--- config.mk ---
export PLATFORM = sky130hd
export DESIGN_NAME = seq_pattern_tx
export DESIGN_NICKNAME = d
export VERILOG_FILES = /design/src/rtl/seq_pattern_pkg.sv /design/src/rtl/piso_shift.sv /design/src/rtl/seq_pattern_tx.sv
export SDC_FILE = /design/constraint.sdc
export NUM_CORES = 1
export LEC_CHECK = 0
export BUFFER_PORTS_ARGS = -buffer_cell sky130_fd_sc_hd__buf_2
export CORE_ASPECT_RATIO = 1.2
export CORE_UTILIZATION = 50
export CTS_BUF_LIST = sky130_fd_sc_hd__clkbuf_16
export DETAILED_ROUTE_END_ITERATION = 8
export PLACE_DENSITY = 0.73
export SETUP_SLACK_MARGIN = 0.02
export SLEW_MARGIN = 20
export SYNTH_ARGS = -nofsm -noshare
export SYNTH_HDL_FRONTEND = slang
export SYNTH_SLANG_ARGS = --single-unit
--- constraint.sdc ---
create_clock -name clk -period 1.88 [get_ports clk]
set_clock_uncertainty 0.1 [all_clocks]
set_input_delay 0.376 -clock clk [delete_from_list [all_inputs] [get_ports clk]]
set_output_delay 0.376 -clock clk [all_outputs]
set_load 0.1 [all_outputs]
--- src/rtl/seq_pattern_pkg.sv ---
// Shared types and constants for the serial frame transmitter.
package seq_pattern_pkg;

    typedef enum logic [2:0] {IDLE, PRE, DATA, PAR, GAP} tx_state_t;

    localparam logic [3:0] SEQ_PRE_1010 = 4'b1010;
    localparam int         SEQ_PRE_LEN  = 4;

    function automatic int max3(input int a, input int b, input int c);
        int m;
        m = (a > b) ? a : b;
        return (m > c) ? m : c;
    endfunction

endpackage

--- src/rtl/piso_shift.sv ---
// Parallel-in/serial-out shift register, MSB first. o_msb is the bit that
// leaves on this edge, so a load and first shift may share one edge.
module piso_shift #(
    parameter int W = 8
) (
    input  logic         clk,
    input  logic         rst,
    input  logic         i_load,
    input  logic         i_shift,
    input  logic [W-1:0] i_din,
    output logic         o_msb
);
    logic [W-1:0] r_sh;

    always_ff @(posedge clk) begin
        if (!rst)
            r_sh <= '0;
        else if (i_load && i_shift)
            r_sh <= i_din << 1;
        else if (i_load)
            r_sh <= i_din;
        else if (i_shift)
            r_sh <= r_sh << 1;
    end

    assign o_msb = i_load ? i_din[W-1] : r_sh[W-1];

endmodule

--- src/rtl/seq_pattern_tx.sv ---
// Serial frame transmitter: preamble, MSB-first payload, idle gap.
// Define SEQ_PATTERN_TX_PARITY_EN to append an even-parity bit after the payload.
module seq_pattern_tx
    import seq_pattern_pkg::*;
#(
    parameter int                 DATA_W  = 8,
    parameter int                 PRE_LEN = SEQ_PRE_LEN,
    parameter logic [PRE_LEN-1:0] PRE_PAT = SEQ_PRE_1010,
    parameter int                 GAP_CYC = 2
) (
    input  logic              clk,
    input  logic              rst,
    input  logic              in_valid,
    input  logic [DATA_W-1:0] in_data,
    output logic              in_ready,
    output logic              x_out,
    output logic              x_valid,
    output logic              busy,
    output logic              frame_done
);
    localparam int CNT_W = $clog2(max3(PRE_LEN, DATA_W, GAP_CYC) + 1);
    localparam logic [CNT_W-1:0] C_ONE  = CNT_W'(1);
    localparam logic [CNT_W-1:0] C_PRE  = CNT_W'(PRE_LEN);
    localparam logic [CNT_W-1:0] C_DATA = CNT_W'(DATA_W);
    localparam logic [CNT_W-1:0] C_GAP  = CNT_W'(GAP_CYC);

    tx_state_t        r_state;
    logic [CNT_W-1:0] r_cnt;
    logic             r_x_out;
    logic             r_x_valid;
    logic             r_done;
`ifdef SEQ_PATTERN_TX_PARITY_EN
    logic             r_par;
`endif

    tx_state_t        w_nstate;
    logic [CNT_W-1:0] w_ncnt;
    logic [CNT_W-1:0] w_dec;
    logic             w_last;
    logic             w_acc;
    logic             w_pre_msb;
    logic             w_dat_msb;

    assign w_acc  = in_valid && (r_state == IDLE);
    assign w_last = (r_cnt == C_ONE);
    assign w_dec  = r_cnt - C_ONE;

    // Counter reloads on every state entry and the state moves on when it reads 1.
    always_comb begin
        w_nstate = r_state;
        w_ncnt   = r_cnt;
        case (r_state)
            IDLE: if (w_acc) begin
                w_nstate = PRE;
                w_ncnt   = C_PRE;
            end
            PRE: if (w_last) begin
                w_nstate = DATA;
                w_ncnt   = C_DATA;
            end else begin
                w_ncnt   = w_dec;
            end
            DATA: if (w_last) begin
`ifdef SEQ_PATTERN_TX_PARITY_EN
                w_nstate = PAR;
                w_ncnt   = C_ONE;
`else
                w_nstate = GAP;
                w_ncnt   = C_GAP;
`endif
            end else begin
                w_ncnt   = w_dec;
            end
            PAR: begin
                w_nstate = GAP;
                w_ncnt   = C_GAP;
            end
            GAP: if (w_last) begin
                w_nstate = IDLE;
                w_ncnt   = '0;
            end else begin
                w_ncnt   = w_dec;
            end
            default: begin
                w_nstate = IDLE;
                w_ncnt   = '0;
            end
        endcase
    end

    piso_shift #(.W(PRE_LEN)) u_pre (
        .clk     (clk),
        .rst     (rst),
        .i_load  (w_acc),
        .i_shift (w_nstate == PRE),
        .i_din   (PRE_PAT),
        .o_msb   (w_pre_msb)
    );

    piso_shift #(.W(DATA_W)) u_dat (
        .clk     (clk),
        .rst     (rst),
        .i_load  (w_acc),
        .i_shift (w_nstate == DATA),
        .i_din   (in_data),
        .o_msb   (w_dat_msb)
    );

    // Outputs are registered from the next state so they line up with the state they describe.
    always_ff @(posedge clk) begin
        if (!rst) begin
            r_state   <= IDLE;
            r_cnt     <= '0;
            r_x_out   <= 1'b0;
            r_x_valid <= 1'b0;
            r_done    <= 1'b0;
`ifdef SEQ_PATTERN_TX_PARITY_EN
            r_par     <= 1'b0;
`endif
        end else begin
            r_state   <= w_nstate;
            r_cnt     <= w_ncnt;
            r_x_valid <= (w_nstate == PRE) || (w_nstate == DATA) || (w_nstate == PAR);
            r_done    <= (w_nstate == GAP) && (w_ncnt == C_ONE);
            case (w_nstate)
                PRE:     r_x_out <= w_pre_msb;
                DATA:    r_x_out <= w_dat_msb;
`ifdef SEQ_PATTERN_TX_PARITY_EN
                PAR:     r_x_out <= r_par;
`endif
                default: r_x_out <= 1'b0;
            endcase
`ifdef SEQ_PATTERN_TX_PARITY_EN
            if (w_acc)
                r_par <= ^in_data;
`endif
        end
    end

    assign in_ready   = (r_state == IDLE);
    assign busy       = (r_state != IDLE);
    assign x_out      = r_x_out;
    assign x_valid    = r_x_valid;
    assign frame_done = r_done;

endmodule

==> results of run 1 <==
synth_stat cells (all sizes together) (2+ instances only):
cell	number	area share [%]
dfxtp	21	35
nor2	15	4.7
o21ai	13	5.4
nor3	12	5.0
nand2	9	2.8
inv	6	1.9
a21oi	5	3.0
buf	5	2.8
clkbuf	5	1.6
nor2b	5	2.6
o21a	5	3.1
a21boi	4	2.5
nand3	4	1.7
a22o	3	2.2
and2	3	1.6
and3	3	1.6
a2111oi	2	3.0
a22oi	2	1.2
ha	2	2.1
mux2	2	1.9
o211ai	2	1.2
cell usage in the layout (no fill, tap or decap), drive strengths merged, types with 2 or more instances in the layout:
| cell type | netlist | routed |
|---|---|---|
| inv | 6 | 7 |
| and2 | 3 | 3 |
| nor3 | 12 | 12 |
| mux2 | 2 | 2 |
| o21a | 5 | 5 |
| a22oi | 2 | 2 |
| nand2 | 9 | 9 |
| clkbuf | 5 | 3 |
| and3 | 3 | 3 |
| nor2 | 15 | 15 |
| o211ai | 2 | 2 |
| a21boi | 4 | 4 |
| ha | 2 | 2 |
| a22o | 3 | 3 |
| a21oi | 5 | 5 |
| dfxtp | 21 | 21 |
| o21ai | 13 | 13 |
| buf | 5 | 31 |
| nand3 | 4 | 4 |
| a2111oi | 2 | 2 |
| nor2b | 5 | 5 |
critical path: cells and delay by family (launching register included):
family | cells | cell delay (ns)
flops | 1 | 0.37
simple gates | 2 | 0.36
compound gates | 2 | 0.35
fa+ha+maj | 1 | 0.34
buf+inv | 2 | 0.23
worst max-delay path by stage:
| stage | to | cells past startpoint | from | slack, ns |
|---|---|---|---|---|
| 6_report | frame_done | 7 | r_cnt[0] | 0.02 |
| 5_1_grt | u_pre.r_sh[2] | 8 | r_cnt[1] | -0.05 |
| 4_1_cts | u_dat.r_sh[3] | 7 | r_cnt[1] | 0.04 |
| 3_5_place_dp | u_pre.r_sh[2] | 8 | r_cnt[1] | -0.02 |
| 3_3_place_gp | u_pre.r_sh[3] | 7 | r_cnt[1] | 0.04 |
| 2_1_floorplan | u_dat.r_sh[1] | 8 | r_cnt[1] | -0.06 |
state kept, by name (all words and copies together) (netlist names):
| name | cells |
|---|---|
| r_cnt | 4 |
| r_state | 3 |
| u_dat.r_sh | 8 |
| u_pre.r_sh | 3 |
| x_valid | 1 |
| x_out | 1 |
| frame_done | 1 |
per-layer routing:
metal	vias up	track usage, %
li1	570	-
met2	32	41.7
met5	-	0
met1	527	29.2
met4	0	10.2
met3	8	3.57
what timing repair did:
item / CTS / global route
gates resized for setup: 2 / 1
setup buffers: 1 / 4
endpoints found under the setup margin: 7 / 7
pin swaps: 2 / 5
final cells by class:
cell class | instances | area [µm²] | area share (%)
clock inverter | 1 | 3.75 | 0.242
sequential | 21 | 423 | 27.3
tap | 31 | 38.8 | 2.50
clock buffer | 3 | 75.1 | 4.84
inverter | 6 | 27.5 | 1.77
multi-input combinational | 108 | 754 | 48.6
timing repair buffer | 31 | 229 | 14.8
stage by stage:
stage,total power (µW),hold slack (ns),instances,setup slack (ns),utilization [%]
after floorplan,809,0.346,145,-0.0556,-
after detailed placement,913,0.366,192,-0.0223,62.3
final,1360,0.262,201,0.0243,68.0
after global placement,902,0.370,192,0.0358,62.3
after CTS,1350,0.267,197,0.0423,66.5
after global routing,1430,0.267,201,-0.0528,68.0
kinds of logic (layout without fill, tap and decap cells):
kind of cell | after synthesis | after routing | share of synthesized area, %
AOI/OAI and AO/OA | 43 | 43 | 27.0
xor gates and xnor gates | 2 | 2 | 1.46
and+or+nand+nor | 58 | 58 | 25.5
DFF | 21 | 21 | 35.0
buffers and inverters | 16 | 41 | 6.25
adders and majority gates | 2 | 2 | 2.08
muxes | 3 | 3 | 2.71
power by group:
part | total (µW) | switching (µW) | internal, µW
clock | 435 | 152 | 283
combinational | 410 | 231 | 179
sequential | 517 | 33.6 | 483
total | 1360 | 417 | 945
==> out/results.ini, run 1 <==
[power_and_ir_drop]
leakagePower_uw=0.000630
vdd_drop_max_mv=0.829
p_per_area_mw_per_mm2=878

[clock_network]
cts_buffer_depth=2
clockRootBuffer=clkbuf_16
clock_latency_ns=0.25
cts-buffers-inserted=3
cts.clk_slew.worst_paths_ns=0.06
htree_levels=1
clock-sinks=21
cts_tree=yes
cts-hold-fix-buffers=0

[yosys]
async_reset_ff_share_pct=0
ys_seq_area_share_pct=35.0
syn_nets=158
ys_warn_count=0
synth_edf_count=0
synth-seq-cells=21
ys.flop_type=dfxtp_1
mappedNetlistArea_mm2=0.00120
ys_types=44
syn_area_per_cell_um2=8.28
synth_cells=145

[floorplan]
die_width_um=46.7
io_pins=16
dieArea_mm2=0.00260
core_area_mm2=0.00228
start_util_pct=52.6
num_rows=19
die_y_um=55.7

[min_path]
min_to=u_dat.r_sh[0]
min_path_cells=3
hp-start=in_data[0]
hp-class=in -> reg

[cells_and_area]
antenna_cells=0
layout-drive-gt1-share_pct=30.0
fillerInstances=192
area_delta_synth_final_pct=29.2
fin_nets=184
design_area_mm2=0.00155

[timing]
fin_crit_ns=1.86
setup_violations=0
setup-tns-final_ns=0
finalHoldViolations=0
tightest_slew_ns=0.487
rsz0062_at_grt=yes
max_slew_margin_pct=67.8
finalMaxSlewViolations=0
fmax_mhz=539
finalCritPeriodShare_pct=98.7

[critical_path]
worst_setup_path_end_kind=flop
path_cells=buf_4 -> inv_1 -> ha_1 -> nor2b_1 -> o21ai_0 -> o211ai_1 -> and4_1
reg2reg_depth=7
reg2reg_setup_slack_ns=0.02
criticalPathCategory=reg -> reg
r2r_start=r_cnt[0]
crit_fanout=5
r2r_end=frame_done
start_kind=flop
crit_arrival_ns=1.90
cpMaxStageDelayCell=dfxtp_1
slowest_delay_ns=0.37
required_ns=1.92

[outcome]
status=finished, final reports clean

[route]
wl_mm=2.81
ant_nets=0
wl_met1_mm=1.16
wl_met2_mm=1.50
wl_per_cell_um=14.0
vias_per_cell=5.66
routed.top_layer=met4
drt_iter0_drc=61
drcViolationCount=0
wl_met3_um=92
drtPass1Iterations=4
num_vias=1137

[grt]
grt_max_degree=20
grt_antenna_before_repair=0
grt_pass1_wl_mm=4.73
grt_use_total_pct=24.5
grt_overflow=0
grt_pass1_vias=1096

[placement]
portBuffers=15
dp_hpwl_mm=1.98
gp_congestion=0.893
place_area_mm2=0.00142

[run]
drv_cap=0

No activity file was read; power rests on OpenSTA's default activity.
==> run 2, diff against run 1 <==
Settings changed: CORE_ASPECT_RATIO 1.2 to 0.6, CTS_CLUSTER_DIAMETER set to 120.
==> run 2 against run 1 <==
Effect of this change: die area up 0.22%; via count increased by 2.8%; clock-buffer cell count did not move; register-to-register slack worse by 0.02 ns; global-route usage is 1.9 points higher; sequential power hardly changed; non-clock buffer count stayed put; critical path type unchanged; first-iteration DRC count up 23%; power rose by 3.7%; worst hold slack worse by 0.011 ns; sequential share of layout area down 0.35 points; core utilization up 3.3 points.
==> out/results.ini, run 2 (synthesis gave the netlist of run 1 again) <==
[outcome]
status=finished, final reports clean  ; unchanged

[route]
drt_iter0_drc=75  ; was 61
vias_per_cell=5.82  ; was 5.66
num_vias=1169  ; was 1137
wl_mm=3.20  ; was 2.81 mm
drtPass1Iterations=4  ; unchanged
ant_nets=0  ; unchanged
drcViolationCount=0  ; unchanged
routed.top_layer=met4  ; unchanged
wl_met1_mm=1.61  ; was 1.16 mm
wl_per_cell_um=15.9  ; was 14.0 µm
wl_met2_mm=1.35  ; was 1.50 mm
wl_met3_um=228  ; was 92 µm

[power_and_ir_drop]
leakagePower_uw=0.000628  ; was 0.000630 µW
clkPwrFrac_pct=32.5  ; was 32.0%
netSwitchingFraction_pct=32.0  ; was 30.6%
p_seq_share_pct=36.8  ; was 37.9%
p_per_area_mw_per_mm2=896  ; was 878 mW/mm²
p_switching_uw=453  ; was 417 µW
total_power_uw=1410  ; was 1360 µW
comb_power_share_pct=30.7  ; was 30.1%
p_int_uw=960  ; was 945 µW
vdd_drop_max_mv=0.513  ; was 0.829 mV

[timing]
rsz0062_at_grt=yes  ; unchanged
finalHoldViolations=0  ; unchanged
fin_ws_ns=0.00113  ; was 0.0243 ns
finalMaxSlewViolations=0  ; unchanged
setup_violations=0  ; unchanged
finalCritPeriodShare_pct=99.9  ; was 98.7%
worst_hold_slack_ns=0.251  ; was 0.262 ns
max_slew_margin_pct=67.6  ; was 67.8%
tightest_slew_ns=0.489  ; was 0.487 ns
fin_crit_ns=1.88  ; was 1.86 ns
fmax_mhz=532  ; was 539 MHz

[clock_network]
cts_tree=yes  ; unchanged
cts-buffers-inserted=3  ; unchanged
clock-sinks=21  ; unchanged
cts-hold-fix-buffers=0  ; unchanged
clock_latency_ns=0.26  ; was 0.25 ns
htree_levels=1  ; unchanged
clockRootBuffer=clkbuf_16  ; unchanged
cts_buffer_depth=2  ; unchanged
cts.clk_slew.worst_paths_ns=0.06  ; about the same

[cells_and_area]
top_regs=u_dat.r_sh x8, r_cnt x4  ; unchanged
largest_reg_flops=8  ; unchanged
regMostFlops=u_dat.r_sh  ; unchanged
layout-drive-gt1-share_pct=32.2  ; was 30.0%
final_cell_mix=18 x dfxtp_1, 15 x nor2_1, 15 x buf_4, 13 x buf_2, 12 x nor3_1  ; was 19 x dfxtp_1, 15 x nor2_1, 15 x buf_4, 13 x buf_2, 12 x nor3_1
post-route-util_pct=71.3  ; was 68.0%
area_delta_synth_final_pct=31.2  ; was 29.2%
fin_nets=185  ; was 184
final_common_cell=dfxtp_1  ; unchanged
antenna_cells=0  ; unchanged

[critical_path]
crit_arrival_ns=1.93  ; was 1.90 ns
worst_setup_path_end_kind=flop  ; unchanged
start_kind=flop  ; unchanged
crit_fanout=8  ; was 5
required_ns=1.93  ; was 1.92 ns
criticalPathCategory=reg -> reg  ; unchanged

[placement]
dp_hpwl_mm=2.21  ; was 1.98 mm
portBuffers=15  ; unchanged
gp_congestion=0.922  ; was 0.893
dp_worst_setup_slack_ns=-0.0616  ; was -0.0223 ns

[grt]
grt_overflow=0  ; unchanged
grt_pass1_wl_mm=4.87  ; was 4.73 mm
grt_max_degree=17  ; was 20
grt_pass1_vias=981  ; was 1096
grt_antenna_before_repair=0  ; unchanged
grt_use_total_pct=26.4  ; was 24.5%

[floorplan]
die_width_um=65.3  ; was 46.7 µm
die_y_um=40.0  ; was 55.7 µm
start_util_pct=54.3  ; was 52.6%
dieArea_mm2=0.00261  ; was 0.00260 mm²
num_rows=13  ; was 19
core_area_mm2=0.00221  ; was 0.00228 mm²
io_pins=16  ; unchanged

[min_path]
hp-class=in -> reg  ; unchanged

[run]
drv_cap=0  ; unchanged

## run 2: changes by cell type in the layout (fill, tap and decap cells not counted), sizes merged
cell,before,now
a21oi,5,6
clkinvlp,0,1
inv,7,6
## run 2: stage by stage
step | area, µm² | TNS (ns) | instances
5_1_grt | 1580 | -0.119 | 201
4_1_cts | 1510 | 0 | 196
6_report | 1580 | 0 | 201
2_1_floorplan | 1240 | -0.167 | 145
3_5_place_dp | 1410 | -0.0921 | 190
3_3_place_gp | 1410 | -0.00531 | 190
## run 2: timing repair
action	CTS	global route
gates resized for setup	0	6
buffers inserted	2	4
pin swaps	1	3
setup endpoints to repair	2	13
gates cloned	0	1
hold endpoints to repair	0	0
## run 2: layout make-up
cell class | count | area (µm²)
Tap cell | 30 | 37.5
Timing Repair Buffer | 31 | 229
Clock buffer | 3 | 75.1
Clock inverter | 1 | 7.51
Inverter | 6 | 30.0
Multi-Input combinational cell | 109 | 773
Fill cell | 163 | 636
Sequential cell | 21 | 424
## run 2: final timing paths
kind / from / end / slack [ns] / depth (start not counted)
setup reg to reg: r_cnt[1] / u_dat.r_sh[1] / 0.001 / 7
setup / recovery: r_cnt[1] / u_dat.r_sh[1] / 0.001 / 7
hold / removal: in_data[0] / u_dat.r_sh[0] / 0.25 / 3
hold reg to reg: u_dat.r_sh[0] / u_dat.r_sh[0] / 0.37 / 2
## run 2: worst max-delay path: stages, from the launching register on
cell and delay [ns]:
dfxtp_2 0.36, inv_4 0.04, ha_4 0.15, nor3b_4 0.16, or3_4 0.38, a21o_4 0.26, and3_4 0.15, o21a_1 0.16
## run 2: power by group through the flow
stage / registers (µW) / logic (µW) / clock network [µW]
after floorplan: 539 / 270 / 0
after global placement: 524 / 382 / 0
after detailed placement: 526 / 388 / 0
after CTS: 516 / 400 / 459
after global routing: 524 / 467 / 482
final: 520 / 433 / 459
## run 2: routing by layer
layer  up-vias  track usage, %
li1        572               -
met1       554            36.1
met2        41            42.3
met3         2            7.39
met4         0            4.89
met5         -               0
